===== src/rtl/bin_to_bcd_double_dabble_pkg.sv =====
// Shared constants for the binary-to-BCD display converter.
// Contents: FSM state encoding, BCD digit width, the digit correction threshold
// and addend, and an elaboration helper that checks DIGITS is wide enough for WIDTH.
package bin_to_bcd_double_dabble_pkg;

  localparam int unsigned BCD_DIGIT_W = 4;

  localparam logic [BCD_DIGIT_W-1:0] ADD3_THRESHOLD = 4'd5;
  localparam logic [BCD_DIGIT_W-1:0] ADD3_ADDEND    = 4'd3;

  typedef enum logic {
    StIdle    = 1'b0,
    StConvert = 1'b1
  } state_e;

  // True when 10^digits > 2^width - 1, i.e. every WIDTH-bit value fits.
  function automatic bit digits_cover_width(input int unsigned width,
                                            input int unsigned digits);
    longint unsigned pow10;
    longint unsigned max_bin;
    pow10 = 1;
    for (int unsigned i = 0; i < digits; i++) begin
      pow10 = pow10 * 10;
    end
    max_bin = (64'd1 << width) - 64'd1;
    return pow10 > max_bin;
  endfunction

endpackage


===== src/rtl/bin_to_bcd_double_dabble_if.sv =====
// Handshake bundle between the calculator core and the binary-to-BCD converter.
// Signals:
//   i_binary  - unsigned value to convert (sampled on accept)
//   enable    - start request
//   o_bcd     - packed BCD result, ones digit in [3:0]
//   o_busy    - conversion in progress
//   out_dataV - one-cycle pulse when o_bcd holds a new result
// Modports: master drives the request, slave is the converter.
interface bin_to_bcd_double_dabble_if #(
  parameter int unsigned WIDTH  = 8,
  parameter int unsigned DIGITS = 3
) ();

  logic [WIDTH-1:0]    i_binary;
  logic                enable;
  logic [4*DIGITS-1:0] o_bcd;
  logic                o_busy;
  logic                out_dataV;

  modport master (
    output i_binary,
    output enable,
    input  o_bcd,
    input  o_busy,
    input  out_dataV
  );

  modport slave (
    input  i_binary,
    input  enable,
    output o_bcd,
    output o_busy,
    output out_dataV
  );

endinterface


===== src/rtl/bin_to_bcd_double_dabble_bcd_add3.sv =====
// Combinational double-dabble digit correction: a digit of 5 or more gets +3 so
// that the following left shift carries correctly into the next decimal digit.
// Ports:
//   digit_i - 4-bit BCD scratch digit before correction
//   digit_o - corrected digit
module bin_to_bcd_double_dabble_bcd_add3
  import bin_to_bcd_double_dabble_pkg::*;
(
  input  logic [BCD_DIGIT_W-1:0] digit_i,
  output logic [BCD_DIGIT_W-1:0] digit_o
);

  always_comb begin
    digit_o = digit_i;
    if (digit_i >= ADD3_THRESHOLD) begin
      digit_o = digit_i + ADD3_ADDEND;
    end
  end

endmodule


===== src/rtl/bin_to_bcd_double_dabble.sv =====
// Iterative binary-to-BCD converter (shift-and-add-3), one input bit per clock.
// Ports:
//   clk   - system clock, rising edge
//   rst_n - asynchronous active-low reset
//   bus   - slave side of the converter handshake (see the interface file)
// A request accepted in idle takes WIDTH clocks; the result appears in o_bcd with
// a one-cycle out_dataV pulse. Requests while busy are ignored.
module bin_to_bcd_double_dabble
  import bin_to_bcd_double_dabble_pkg::*;
#(
  parameter int unsigned WIDTH  = 8,
  parameter int unsigned DIGITS = 3
) (
  input  logic                        clk,
  input  logic                        rst_n,
  bin_to_bcd_double_dabble_if.slave   bus
);

  localparam int unsigned ScrW = BCD_DIGIT_W * DIGITS;
  localparam int unsigned CntW = $clog2(WIDTH);
  localparam logic [CntW-1:0] LastCnt = CntW'(WIDTH - 1);

  if (WIDTH < 2) begin : g_bad_width
    $error("bin_to_bcd_double_dabble: WIDTH must be at least 2");
  end
  if (!digits_cover_width(WIDTH, DIGITS)) begin : g_bad_digits
    $error("bin_to_bcd_double_dabble: DIGITS too small for WIDTH");
  end

  state_e          state_q;
  logic [WIDTH-1:0] shift_q;
  logic [ScrW-1:0]  scratch_q;
  logic [CntW-1:0]  cnt_q;
  logic [ScrW-1:0]  bcd_q;
  logic             busy_q;
  logic             dv_q;

  logic [ScrW-1:0]  scratch_corr;
  logic [ScrW-1:0]  scratch_shl;
  logic [WIDTH-1:0] shift_shl;

  for (genvar g = 0; g < DIGITS; g++) begin : g_digit
    bin_to_bcd_double_dabble_bcd_add3 u_add3 (
      .digit_i (scratch_q[g*BCD_DIGIT_W +: BCD_DIGIT_W]),
      .digit_o (scratch_corr[g*BCD_DIGIT_W +: BCD_DIGIT_W])
    );
  end

  // {scratch, shift} shifts as one register; the top scratch bit is dropped,
  // which cannot lose information while DIGITS covers WIDTH.
  always_comb begin
    scratch_shl = {scratch_corr[ScrW-2:0], shift_q[WIDTH-1]};
    shift_shl   = {shift_q[WIDTH-2:0], 1'b0};
  end

  always_ff @(posedge clk or negedge rst_n) begin
    if (!rst_n) begin
      state_q   <= StIdle;
      shift_q   <= '0;
      scratch_q <= '0;
      cnt_q     <= '0;
      bcd_q     <= '0;
      busy_q    <= 1'b0;
      dv_q      <= 1'b0;
    end else begin
      dv_q <= 1'b0;
      unique case (state_q)
        StIdle: begin
          if (bus.enable) begin
            shift_q   <= bus.i_binary;
            scratch_q <= '0;
            cnt_q     <= '0;
            busy_q    <= 1'b1;
            state_q   <= StConvert;
          end
        end
        StConvert: begin
          scratch_q <= scratch_shl;
          shift_q   <= shift_shl;
          cnt_q     <= cnt_q + 1'b1;
          if (cnt_q == LastCnt) begin
            bcd_q   <= scratch_shl;
            dv_q    <= 1'b1;
            busy_q  <= 1'b0;
            state_q <= StIdle;
          end
        end
      endcase
    end
  end

  assign bus.o_bcd     = bcd_q;
  assign bus.o_busy    = busy_q;
  assign bus.out_dataV = dv_q;

endmodule


===== src/flat_wrapper.sv =====
// flat-port wrapper written by rule: the top's interface ports become plain ports
module bin_to_bcd_double_dabble_flat import bin_to_bcd_double_dabble_pkg::*;
#(
  parameter int unsigned WIDTH  = 8,
  parameter int unsigned DIGITS = 3
)
  (clk, rst_n, bus_i_binary, bus_enable, bus_o_bcd, bus_o_busy, bus_out_dataV);
  bin_to_bcd_double_dabble_if #(.WIDTH(WIDTH), .DIGITS(DIGITS)) bus_i ();
  input  logic clk;
  input  logic rst_n;
  input wire logic [$bits(bus_i.i_binary)-1:0] bus_i_binary;
  input wire logic [$bits(bus_i.enable)-1:0] bus_enable;
  output wire logic [$bits(bus_i.o_bcd)-1:0] bus_o_bcd;
  output wire logic [$bits(bus_i.o_busy)-1:0] bus_o_busy;
  output wire logic [$bits(bus_i.out_dataV)-1:0] bus_out_dataV;
  assign bus_i.i_binary = bus_i_binary;
  assign bus_i.enable = bus_enable;
  assign bus_o_bcd = bus_i.o_bcd;
  assign bus_o_busy = bus_i.o_busy;
  assign bus_out_dataV = bus_i.out_dataV;
  bin_to_bcd_double_dabble #(.WIDTH(WIDTH), .DIGITS(DIGITS)) u_core (.clk(clk), .rst_n(rst_n), .bus(bus_i));
endmodule

===== config.mk =====
export PLATFORM = sky130hd
export DESIGN_NAME = bin_to_bcd_double_dabble_flat
export DESIGN_NICKNAME = d
export VERILOG_FILES = /design/src/rtl/bin_to_bcd_double_dabble_pkg.sv /design/src/rtl/bin_to_bcd_double_dabble_if.sv /design/src/rtl/bin_to_bcd_double_dabble_bcd_add3.sv /design/src/rtl/bin_to_bcd_double_dabble.sv /design/src/flat_wrapper.sv
export SDC_FILE = /design/constraint.sdc
export NUM_CORES = 1
export LEC_CHECK = 0
export CAP_MARGIN = 20
export CORE_MARGIN = 2
export CORE_UTILIZATION = 41
export DETAILED_ROUTE_END_ITERATION = 10
export SLEW_MARGIN = 15
export SYNTH_ARGS = -nofsm -noshare
export SYNTH_HDL_FRONTEND = slang
export SYNTH_SLANG_ARGS = --single-unit

===== constraint.sdc =====
create_clock -name clk -period 1.44 [get_ports clk]
set_clock_uncertainty 0.05 [all_clocks]
set_input_delay 0.288 -clock clk [delete_from_list [all_inputs] [get_ports clk]]
set_output_delay 0.288 -clock clk [all_outputs]
set_load 0.005 [all_outputs]

==> flow_summary.toml <==
[run_status]
status = "finished with violations"
failed_checks = "hold timing, setup timing"

[finish]
antenna_cells = 0
layout-drive-gt1-share = 0.314
nets = 279
fill_cells = 419
area_delta_synth_final_pct = 39.3

[pwr]
seqPwrFrac = 0.309
powerDensity_mw_per_mm2 = 2300
fin_total_pwr_w = 0.00634
combPwrFrac = 0.548
ir_drop_uv = 978
power_leakage_nw = 1.27
swShare = 0.392
p_int_w = 0.00385
p_clk_frac = 0.142
switching_power_w = 0.00248

[placed_design]
pre_cts_slack_ps = -107
port_buffers = 24
gp_congestion = 0.937
dp_hpwl_um = 3300

[timing]
relSlewSlack = 0.664
final-setup-viol-count = 3
hold_slack_ps = -5.34
slew_violations = 0
min_period_over_period = 1.04
hold_violations = 9
rsz0062_at_grt = "yes"
max_freq_mhz = 670
postLayoutSetupSlackWorst_ps = -51.8
fin_crit_ps = 1490
worst_pin_slew_ps = 504

[route]
drc = 0
routed_via_density = 5.51
routedWlPerCell_um = 15.3
vias = 1736
wl_um = 4820
first_pass_iters = 4
postRouteAntennaNets = 0
drt-initial-drc-count = 131

[critical_path]
crit_fanout = 3
cp_cell_sequence = "inv_2 > ha_4 > nor2b_4 > or4_1 > nand3_1"
crit_arrival_ps = 1670
r2r_slack_ps = -50
crit_required_ps = 1610
critPathKind = "register to register"
end_kind = "register"
crit_path_top_delay_cell = "or4_1"
reg2reg_to = "u_core.bus.o_bcd[8]"
worstSetupStartpointType = "register"
cp_top_family = "simple AND/OR/NAND/NOR gates"
worstPathBufferInverterCount = 1
r2r_start = "u_core.scratch_q[4]"
slowest_delay_ps = 490
rr_worst_depth = 5

[global_route]
grt_pass1_vias = 1708
grt_pass1_wl_um = 7960
grt_overflow = 0
antenna_found_initial = 0
grt_max_degree = 39
grtUsageTotal = 0.191

[clock_tree]
h-tree-depth = 2
holdBufCountCts = 0
root_buffer = "clkbuf_8"
tritoncts = "yes"
clk_path_buf_depth = 2
cts_buffers = 5
insertion_delay_ps = 290
cts.sinks = 38
path_clk_slew_ps = 80

[logic_synthesis]
synthesis.nets = 221
synth-warning-count = 0
synth_edf_count = 0
netlist_instances = 202
synth.avg_cell_area_um2 = 9.81
ys_seq_area_frac = 0.480
synth_cell_types = 34
synth_area_mm2 = 0.00198
ys.flop_type = "dfrtp_1"
ys_ff_latch = 38
async_flop_share = 1.00

[die]
start_util = 0.422
fp.dieH_um = 73.5
core_area_mm2 = 0.00469
fp.dieW_um = 73.5
row_count = 25
die_area_mm2 = 0.00540
io_pins = 25

[flow_run]
drv_cap = 0

[hold_path]
hold_path_class = "input pin to async pin"
## power groups by stage
stage	registers, W	logic [W]	clock network, W
2_1_floorplan	0.00182	0.00193	0
3_3_place_gp	0.00194	0.00282	0
3_5_place_dp	0.00197	0.00294	0
4_1_cts	0.00193	0.00325	0.000915
5_1_grt	0.00203	0.00385	0.000964
6_report	0.00196	0.00348	0.000901
## metrics by stage
| stage | hold slack (ps) | TNS [ps] | instances | util | instance area, um2 |
|---|---|---|---|---|---|
| 2_1_floorplan | -57.6 | -4.35 | 202 | - | 2010 |
| 3_3_place_gp | 318 | -314 | 292 | 0.518 | 2430 |
| 3_5_place_dp | 323 | -1030 | 292 | 0.518 | 2430 |
| 4_1_cts | 9.99 | -109 | 313 | 0.569 | 2670 |
| 5_1_grt | 24.0 | -340 | 315 | 0.588 | 2760 |
| 6_report | -5.34 | -97.4 | 315 | 0.588 | 2760 |
## registers in the layout (all words and copies together), names as in the netlist
signal and cells:
u_core.bus.o_bcd 12, u_core.scratch_q 12, u_core.shift_q 8, u_core.cnt_q 3
u_core.bus.o_busy 1, u_core.bus.out_dataV 1, u_core.state_q 1
## placed cells by master, fill, tap and decap left out, drive strengths merged, types with 3 or more instances in the layout
master	count
a2111o	6
a211oi	3
a21boi	3
a21oi	4
a31oi	3
buf	44
clkbuf	5
clkdlybuf4s50	9
dfrtp	38
dlygate4sd2	14
ha	8
inv	10
mux2i	8
nand2	30
nand2b	3
nand3	14
nor2	5
nor2b	4
nor3b	3
o21ai	16
o22ai	4
o31ai	7
## cell type report
| type | instances | area (um2) | share of cell area |
|---|---|---|---|
| sequential | 38 | 952 | 0.345 |
| tap | 54 | 67.6 | 0.0245 |
| inverter | 10 | 40.0 | 0.0145 |
| clock buffer | 5 | 68.8 | 0.0249 |
| multi-input combinational | 138 | 1040 | 0.378 |
| clock inverter | 3 | 40.0 | 0.0145 |
| timing repair buffer | 67 | 548 | 0.199 |
## worst max path at each step
stage / from / endpoint / slack [ps] / cells past startpoint
floorplan: u_core.scratch_q[4] / u_core.bus.o_bcd[5] / -4 / 4
global placement: u_core.cnt_q[0] / u_core.bus.o_bcd[1] / -50 / 6
detailed placement: u_core.scratch_q[4] / u_core.scratch_q[6] / -110 / 5
CTS: u_core.cnt_q[1] / u_core.bus.o_bcd[4] / -40 / 5
global route: u_core.scratch_q[5] / u_core.bus.o_bcd[5] / -90 / 5
finish: u_core.scratch_q[4] / u_core.bus.o_bcd[8] / -50 / 5
## per-layer routing
metal / share of wire / up-vias / GRT usage
met5: 0 / - / 0
met4: 0.016 / 0 / 0.0626
met3: 0.054 / 11 / 0.0508
met2: 0.48 / 41 / 0.306
met1: 0.45 / 831 / 0.250
li1: - / 853 / -
## Yosys cell counts, drive strengths merged (4+ instances only)
| library cell | instances | area share |
|---|---|---|
| mux2i | 8 | 0.040 |
| nand2 | 30 | 0.061 |
| o22ai | 4 | 0.013 |
| buf | 12 | 0.037 |
| clkbuf | 4 | 0.0076 |
| o21ai | 16 | 0.044 |
| nor2b | 4 | 0.013 |
| dfrtp | 38 | 0.48 |
| ha | 8 | 0.051 |
| a2111o | 6 | 0.034 |
| a21oi | 4 | 0.010 |
| o31ai | 7 | 0.027 |
| nor2 | 5 | 0.0095 |
| inv | 10 | 0.019 |
| nand3 | 14 | 0.035 |
## worst reg2reg max path, stage by stage, from the launching register on
cell     delay (ps)
dfrtp_1         410
inv_2            80
ha_4            180
nor2b_4         140
or4_1           490
nand3_1          80
## cell families (layout without fill, tap and decap cells)
kind of cell | count (synthesis) | count (layout) | synth area share
mux | 8 | 8 | 0.0404
flops | 38 | 38 | 0.480
compound gates | 55 | 55 | 0.202
simple gates | 67 | 67 | 0.164
buf+inv | 26 | 85 | 0.0632
fa+ha+maj | 8 | 8 | 0.0505
## what timing repair did
item | in CTS | in global routing
setup endpoints to repair | 28 | 19
setup buffers | 13 | 2
resized for setup | 28 | 17
pin swaps | 6 | 11
No activity file was read; power rests on OpenSTA's default activity.
